**config.mk**
```make
export PLATFORM = sky130hd
export DESIGN_NAME = pipe_skid_slice
export DESIGN_NICKNAME = d
export VERILOG_FILES = /design/src/rtl/pipe_skid_slice.sv
export SDC_FILE = /design/constraint.sdc
export NUM_CORES = 1
export LEC_CHECK = 0
export BUFFER_PORTS_ARGS = -buffer_cell sky130_fd_sc_hd__buf_2
export CAP_MARGIN = 15
export CORE_AREA = 10 10 87 89
export DETAILED_ROUTE_END_ITERATION = 10
export DIE_AREA = 0 0 97 99
export PLACE_DENSITY = 0.84
export SYNTH_ARGS = -nofsm -noshare
export SYNTH_HDL_FRONTEND = slang
export SYNTH_SLANG_ARGS = --single-unit
```
**constraint.sdc**
```tcl
create_clock -name clk_i -period 2.2 [get_ports clk_i]
set_input_delay 0.22 -clock clk_i [delete_from_list [all_inputs] [get_ports clk_i]]
set_output_delay 0.22 -clock clk_i [all_outputs]
set_load 0.05 [all_outputs]
```
**src/rtl/pipe_skid_slice.sv**
```systemverilog
// Two-entry skid-buffer register slice for valid/ready streams.
// Every output (s_ready_o, m_valid_o, m_data_o, count_o) comes from a flop.
module pipe_skid_slice #(
    parameter int unsigned DATA_WIDTH = 32
) (
    input  logic                  clk_i,
    input  logic                  rst_n_i,
    input  logic                  flush_i,
    input  logic                  s_valid_i,
    output logic                  s_ready_o,
    input  logic [DATA_WIDTH-1:0] s_data_i,
    output logic                  m_valid_o,
    input  logic                  m_ready_i,
    output logic [DATA_WIDTH-1:0] m_data_o,
    output logic [1:0]            count_o
);

    typedef enum logic [1:0] {
        EMPTY = 2'd0,
        ONE   = 2'd1,
        FULL  = 2'd2
    } state_e;

    state_e                state_r;
    logic [DATA_WIDTH-1:0] main_r;
    logic [DATA_WIDTH-1:0] skid_r;
    logic                  m_valid_r;
    logic                  s_ready_r;
    logic [1:0]            count_r;
    logic                  s_hs_s;
    logic                  m_hs_s;

    // Output decode for a state, packed as {m_valid, s_ready, count}.
    function automatic logic [3:0] outs_f(input state_e st);
        logic [3:0] o;
        case (st)
            EMPTY:   o = {1'b0, 1'b1, 2'd0};
            ONE:     o = {1'b1, 1'b1, 2'd1};
            FULL:    o = {1'b1, 1'b0, 2'd2};
            default: o = {1'b0, 1'b1, 2'd0};
        endcase
        return o;
    endfunction

    // Handshakes are formed only from registered outputs and raw inputs.
    always_comb begin
        s_hs_s = s_valid_i & s_ready_r;
        m_hs_s = m_valid_r & m_ready_i;
    end

    // Slice FSM with storage; output flags are loaded alongside the next state.
    always_ff @(posedge clk_i) begin
        if (!rst_n_i) begin
            state_r                           <= EMPTY;
            {m_valid_r, s_ready_r, count_r}   <= outs_f(EMPTY);
            main_r                            <= '0;
            skid_r                            <= '0;
        end else if (flush_i) begin
            // Storage keeps its contents; only occupancy is cleared.
            state_r                           <= EMPTY;
            {m_valid_r, s_ready_r, count_r}   <= outs_f(EMPTY);
        end else begin
            case (state_r)
                EMPTY: begin
                    if (s_hs_s) begin
                        main_r                          <= s_data_i;
                        state_r                         <= ONE;
                        {m_valid_r, s_ready_r, count_r} <= outs_f(ONE);
                    end
                end
                ONE: begin
                    if (s_hs_s && m_hs_s) begin
                        main_r                          <= s_data_i;
                    end else if (s_hs_s) begin
                        skid_r                          <= s_data_i;
                        state_r                         <= FULL;
                        {m_valid_r, s_ready_r, count_r} <= outs_f(FULL);
                    end else if (m_hs_s) begin
                        state_r                         <= EMPTY;
                        {m_valid_r, s_ready_r, count_r} <= outs_f(EMPTY);
                    end
                end
                FULL: begin
                    // s_ready_o is low here, so only the drain side can move.
                    if (m_hs_s) begin
                        main_r                          <= skid_r;
                        state_r                         <= ONE;
                        {m_valid_r, s_ready_r, count_r} <= outs_f(ONE);
                    end
                end
                default: begin
                    state_r                             <= EMPTY;
                    {m_valid_r, s_ready_r, count_r}     <= outs_f(EMPTY);
                end
            endcase
        end
    end

    assign s_ready_o = s_ready_r;
    assign m_valid_o = m_valid_r;
    assign m_data_o  = main_r;
    assign count_o   = count_r;

endmodule

```
==> results of run 1 <==
-- registers in the layout (all words and copies together) (netlist names) --
register / flops
m_data_o: 32
skid_r: 32
count_o: 2
m_valid_o: 1
s_ready_o: 1
-- power by group through the flow --
| stage | clock network [mW] | registers (mW) | logic [mW] |
|---|---|---|---|
| final | 0.903 | 1.34 | 0.558 |
| after global routing | 0.983 | 1.34 | 0.598 |
| after CTS | 0.927 | 1.34 | 0.563 |
| after detailed placement | 0 | 1.36 | 0.562 |
| after global placement | 0 | 1.36 | 0.552 |
| after floorplan | 0 | 1.56 | 0.199 |
-- layer usage --
layer | part of all wire | global-route usage
met1 | 0.43 | 0.196
met4 | 0.015 | 0.0658
met3 | 0.059 | 0.0559
met5 | 0 | 0
met2 | 0.49 | 0.254
-- layout make-up --
class / count / share of cell area
Clock buffer: 12 / 0.0399
Clock inverter: 4 / 0.00688
Inverter: 2 / 0.00206
Multi-Input combinational cell: 227 / 0.425
Sequential cell: 68 / 0.374
Tap cell: 75 / 0.0258
Timing Repair Buffer: 85 / 0.126
-- per-stage QoR --
stage	instances	hold WS (ns)	power [mW]	area, um^2
final	473	0.121	2.80	3640
after global routing	473	0.115	2.92	3640
after CTS	473	0.112	2.83	3640
after detailed placement	457	0.447	1.92	3470
after global placement	457	0.440	1.91	3470
after floorplan	325	0.355	1.76	3030
-- cells by family (layout without fill, tap and decap cells) --
logic type / count (synthesis) / count (layout) / share of synthesized area
and+or+nand+nor: 114 / 114 / 0.165
AOI/OAI and AO/OA: 75 / 75 / 0.210
DFF: 68 / 68 / 0.450
muxes: 34 / 34 / 0.112
buffers and inverters: 30 / 103 / 0.0467
adders and majority gates: 4 / 4 / 0.0165
-- layout by cell type, fill, tap and decap left out, drive strengths merged, types with 2 or more instances in the layout --
| master | instances |
|---|---|
| and2 | 2 |
| a21boi | 33 |
| clkbuf | 12 |
| o21ai | 3 |
| nand3 | 33 |
| buf | 85 |
| ha | 4 |
| mux2i | 34 |
| and3 | 2 |
| a21oi | 5 |
| inv | 2 |
| nor2 | 2 |
| dfxtp | 68 |
| nand2 | 69 |
| o211a | 32 |
| clkinv | 2 |
| clkinvlp | 2 |
-- worst paths after layout --
check	start	end	depth (start not counted)	slack (ns)
min	s_data_i[0]	skid_r[0]	3	0.12
max reg2reg	count_o[0]	m_data_o[28]	7	0.32
min reg2reg	skid_r[2]	skid_r[2]	2	0.45
max	count_o[0]	m_data_o[28]	7	0.32
-- worst max-delay path, cell delays in order (launching register included) --
cell	delay (ns)
dfxtp_1	0.40
inv_1	0.10
ha_1	0.25
a21boi_1	0.18
a221oi_4	0.25
buf_4	0.33
nand3_1	0.14
o211a_1	0.14
==> impl_metrics.json, run 1 <==
{
  "yosys-top-cells-area": "dfxtp_1, mux2i_1, o211a_1, nand2_1, nand3_1",
  "p_seq_frac": 0.478,
  "cts_root_buf": "clkbuf_8",
  "wl_per_cell_um": 16.3,
  "intPower_mw": 1.91,
  "drt_iter0_markers": 154,
  "synth_area_leader_cell": "dfxtp_1",
  "cts_buffer_depth": 2,
  "fin_tns_setup_ns": 0,
  "finalClockSkew_ns": 0.00702,
  "worst_slew_pin_slew_ns": 0.448,
  "path_clk_slew_ns": 0.07,
  "portBuffers": 72,
  "ios": 73,
  "place_ws_ns": 0.325,
  "clkPwrFrac": 0.323,
  "final_antenna_net_count": 0,
  "cts_inserted_buffers": 9,
  "critical_path.endpoint_type": "flop",
  "cp.required_ns": 2.43,
  "async_reset_ff_frac": 0,
  "crit_path_start_kind": "flop",
  "max-cap-violations": 0,
  "clock.fmax_mhz": 531,
  "hold_viol": 0,
  "yosysMostFrequentCell": "nand2_1",
  "critPathKind": "reg2reg",
  "ys_ff_latch": 68,
  "finalCoreUtilization": 0.622,
  "synth_top_area_share": 0.450,
  "min_period_ns": 1.88,
  "grt_first_pass_wirelength_um": 12900,
  "synth-edff-count": 0,
  "rows": 28,
  "remaining_drc_errors": 0,
  "drv_slew": 0,
  "multiInputGateArea_um2": 1550,
  "cts_sinks": 68,
  "rsz0062_at_grt": "no",
  "cts.htree.levels": 3,
  "relSlewSlack": 0.698,
  "hp-class": "in2reg",
  "vdd_ir_drop_max_v": 0.000408,
  "clock_latency_ns": 0.34,
  "grt_pass1_vias": 2560,
  "p_leak_nw": 1.73,
  "nets": 434,
  "routed_wl_um": 7690,
  "dp_hpwl_um": 5370,
  "setup_ws_ns": 0.317,
  "grt_max_degree": 50,
  "cp.arrival_ns": 2.11,
  "vias": 2613,
  "critical_path.max_fanout": 23,
  "syn_avg_cell_area_um2": 9.31,
  "power_density_nw_per_um2": 769,
  "die_y_um": 99,
  "combPwrFrac": 0.199,
  "synth_cell_types": 25,
  "grt.total_usage": 0.161,
  "overflow": 0,
  "die_width_um": 97,
  "ys_seq_area_frac": 0.450,
  "yosys_warnings": 0,
  "fillerInstances": 508,
  "post-route-period-util": 0.856,
  "drive_gt1_frac": 0.264,
  "initial_core_util": 0.517,
  "die_area_um2": 9600,
  "drt-pass1-iter-count": 7,
  "antenna_found_initial": 0,
  "cts_setup_buffers": 0,
  "cts_hold_buf": 0,
  "syn_to_final_growth_pct": 20.2,
  "core_area_um2": 5850,
  "switching_share": 0.318,
  "status": "complete, no violations",
  "antenna_cells": 0,
  "synth_flop_cell": "dfxtp_1",
  "routabilityCongestion": 0.879,
  "via_per_inst": 5.52,
  "cts_tree": "done",
  "netSwitchingPower_uw": 891,
  "cts_resized": 0,
  "synth_area_um2": 3030,
  "synth_commonest_cells": "nand2_1, dfxtp_1, mux2i_1, nand3_1, o211a_1",
  "syn_nets": 366,
  "regArea_um2": 1360,
  "report.final.setup_viol": 0,
  "syn_inst": 325
}
(Power assumes the default switching activity.)
==> run 2: changes to the inputs <==
--- a/config.mk
+++ b/config.mk
@@ -7,9 +7,10 @@
 export LEC_CHECK = 0
 export BUFFER_PORTS_ARGS = -buffer_cell sky130_fd_sc_hd__buf_2
 export CAP_MARGIN = 15
-export CORE_AREA = 10 10 87 89
+export CORE_AREA = 10 10 118 67
 export DETAILED_ROUTE_END_ITERATION = 10
-export DIE_AREA = 0 0 97 99
+export DIE_AREA = 0 0 128 77
+export GPL_TIMING_DRIVEN = 0
 export PLACE_DENSITY = 0.84
 export SYNTH_ARGS = -nofsm -noshare
 export SYNTH_HDL_FRONTEND = slang
==> run 2 against run 1 <==
  * Highest routed layer unchanged
  * First-iteration DRC count up 79%
  * Global-route usage is 0.81 points higher
  * Worst setup slack lost 0.19 ns
  * Largest power group is now the clock network
  * Cell count rose by 3.4%
  * Maximum frequency decreased by 9.0%
  * Sequential share of layout area decreased by 1.4 points
  * Critical endpoint is now m_data_o[20]
  * Via count is 3.7% higher
  * Worst hold slack gained 0.024 ns
==> impl_metrics.json, run 2 (same netlist as run 1, synthesis figures left out) <==
{
  "critical_path.endpoint_type": "flop",
  "remaining_drc_errors": 0,
  "worstPathCellList": "inv_1 > ha_1 > buf_2 > a221oi_4 > and2_1 > buf_2 > buf_4 > o211a_1",
  "critPathLaunch": "count_o[0]",
  "worst_slew_pin_slew_ns": 0.577,
  "cts.htree.levels": 3,
  "die_area_um2": 9860,
  "drt_iter0_markers": 275,
  "cts_inserted_buffers": 9,
  "ios": 73,
  "path_clk_slew_ns": 0.05,
  "hold_slack_ns": 0.145,
  "initial_core_util": 0.517,
  "nets": 448,
  "cts_sinks": 68,
  "relSlewSlack": 0.611,
  "grt_pass1_vias": 2742,
  "portBuffers": 71,
  "drive_gt1_frac": 0.260,
  "met3_length_um": 765,
  "rows": 20,
  "routabilityCongestion": 0.866,
  "drt-pass1-iter-count": 4,
  "final_common_cell": "buf_2",
  "grt_max_degree": 11,
  "vias": 2709,
  "syn_to_final_growth_pct": 25.0,
  "routed_wl_um": 8230,
  "finalCoreUtilization": 0.646,
  "highest_layer": "met4",
  "final_cell_mix": "buf_2, nand2_1, dfxtp_1, mux2i_1, nand3_1",
  "wl_per_cell_um": 16.8,
  "cp.required_ns": 2.47,
  "max-cap-violations": 0,
  "drv_slew": 0,
  "drt-met1-wl_um": 3800,
  "crit_top_cell": "buf_2",
  "clock_latency_ns": 0.33,
  "power_density_nw_per_um2": 868,
  "hp-class": "in2reg",
  "critPathKind": "reg2reg",
  "cts_tree": "done",
  "post-route-period-util": 0.941,
  "report.final.setup_viol": 0,
  "antenna_found_initial": 0,
  "cp.arrival_ns": 2.34,
  "p_leak_nw": 1.81,
  "min_from": "s_data_i[6]",
  "dp_hpwl_um": 6010,
  "via_per_inst": 5.54,
  "cts_setup_buffers": 0,
  "hold_viol": 0,
  "status": "complete, no violations",
  "die_width_um": 128,
  "cts_root_buf": "clkbuf_16",
  "grt.total_usage": 0.169,
  "clock.fmax_mhz": 483,
  "fillerInstances": 488,
  "min_period_ns": 2.07,
  "r2r_start": "count_o[0]",
  "rsz0062_at_grt": "no",
  "critical_path.max_fanout": 10,
  "wl_met2_um": 3550,
  "cts_buffer_depth": 2,
  "cts_hold_buf": 0,
  "cp_slowest_cell": "a221oi_4",
  "core_area_um2": 5860,
  "overflow": 0,
  "fin_tns_setup_ns": 0,
  "grt_first_pass_wirelength_um": 13600,
  "crit_path_start_kind": "flop",
  "slowest_delay_ns": 0.48,
  "die_y_um": 77,
  "final_antenna_net_count": 0,
  "vdd_ir_drop_max_v": 0.000636,
  "finalClockSkew_ns": 0.00369
}
## run 2: final cells by class
cell class / count / area (um^2) / area share
Multi-Input combinational cell: 227 / 1540 / 0.406
Sequential cell: 68 / 1360 / 0.360
Timing Repair Buffer: 71 / 355 / 0.0939
Clock buffer: 14 / 284 / 0.0751
Buffer: 28 / 134 / 0.0354
Tap cell: 77 / 96.3 / 0.0255
Inverter: 2 / 7.51 / 0.00198
Clock inverter: 1 / 5.00 / 0.00132
Antenna cell: 1 / 2.50 / 0.000662
## run 2: worst paths after layout
| check | end | slack (ns) | cells after the start |
|---|---|---|---|
| worst max register to register | m_data_o[20] | 0.13 | 8 |
| worst min-delay path | skid_r[6] | 0.15 | 3 |
| worst max-delay path | m_data_o[20] | 0.13 | 8 |
| worst min register to register | skid_r[11] | 0.46 | 2 |
## run 2: per-layer routing
metal  vias up  global-route usage
met4         0              0.0526
li1       1315                   -
met1      1282               0.218
met5         -                   0
met2       100               0.246
met3        12              0.0734
## run 2: report_power, final
group          total [mW]  switching, mW  leakage, nW  internal [mW]
clock network        1.37          0.497        0.145          0.877
logic               0.564          0.392         1.11          0.172
registers            1.34         0.0406        0.555           1.30
## run 2: worst max-delay path, delay by kind of cell (launching register included)
| family | cells | cell delay [ns] |
|---|---|---|
| AOI/OAI and AO/OA | 2 | 0.64 |
| adders and majority gates | 1 | 0.19 |
| buffers and inverters | 4 | 0.64 |
| DFF | 1 | 0.37 |
| and+or+nand+nor | 1 | 0.18 |
## run 2: timing repair
item                                    CTS  global route
endpoints found under the hold margin     0             0
pin swaps                                 0             1
resized for setup                         1             1
endpoints found under the setup margin    4            30
## run 2: stage by stage
step                std cells  worst slack, ns  power, mW  cell area (um^2)
finish                    489            0.130       3.28              3780
global route              488           0.0206       3.40              3780
global placement          473           0.0276       1.91              3480
floorplan                 325           0.0544       1.76              3030
detailed placement        473          0.00498       1.92              3480
CTS                       488           0.0833       3.30              3780
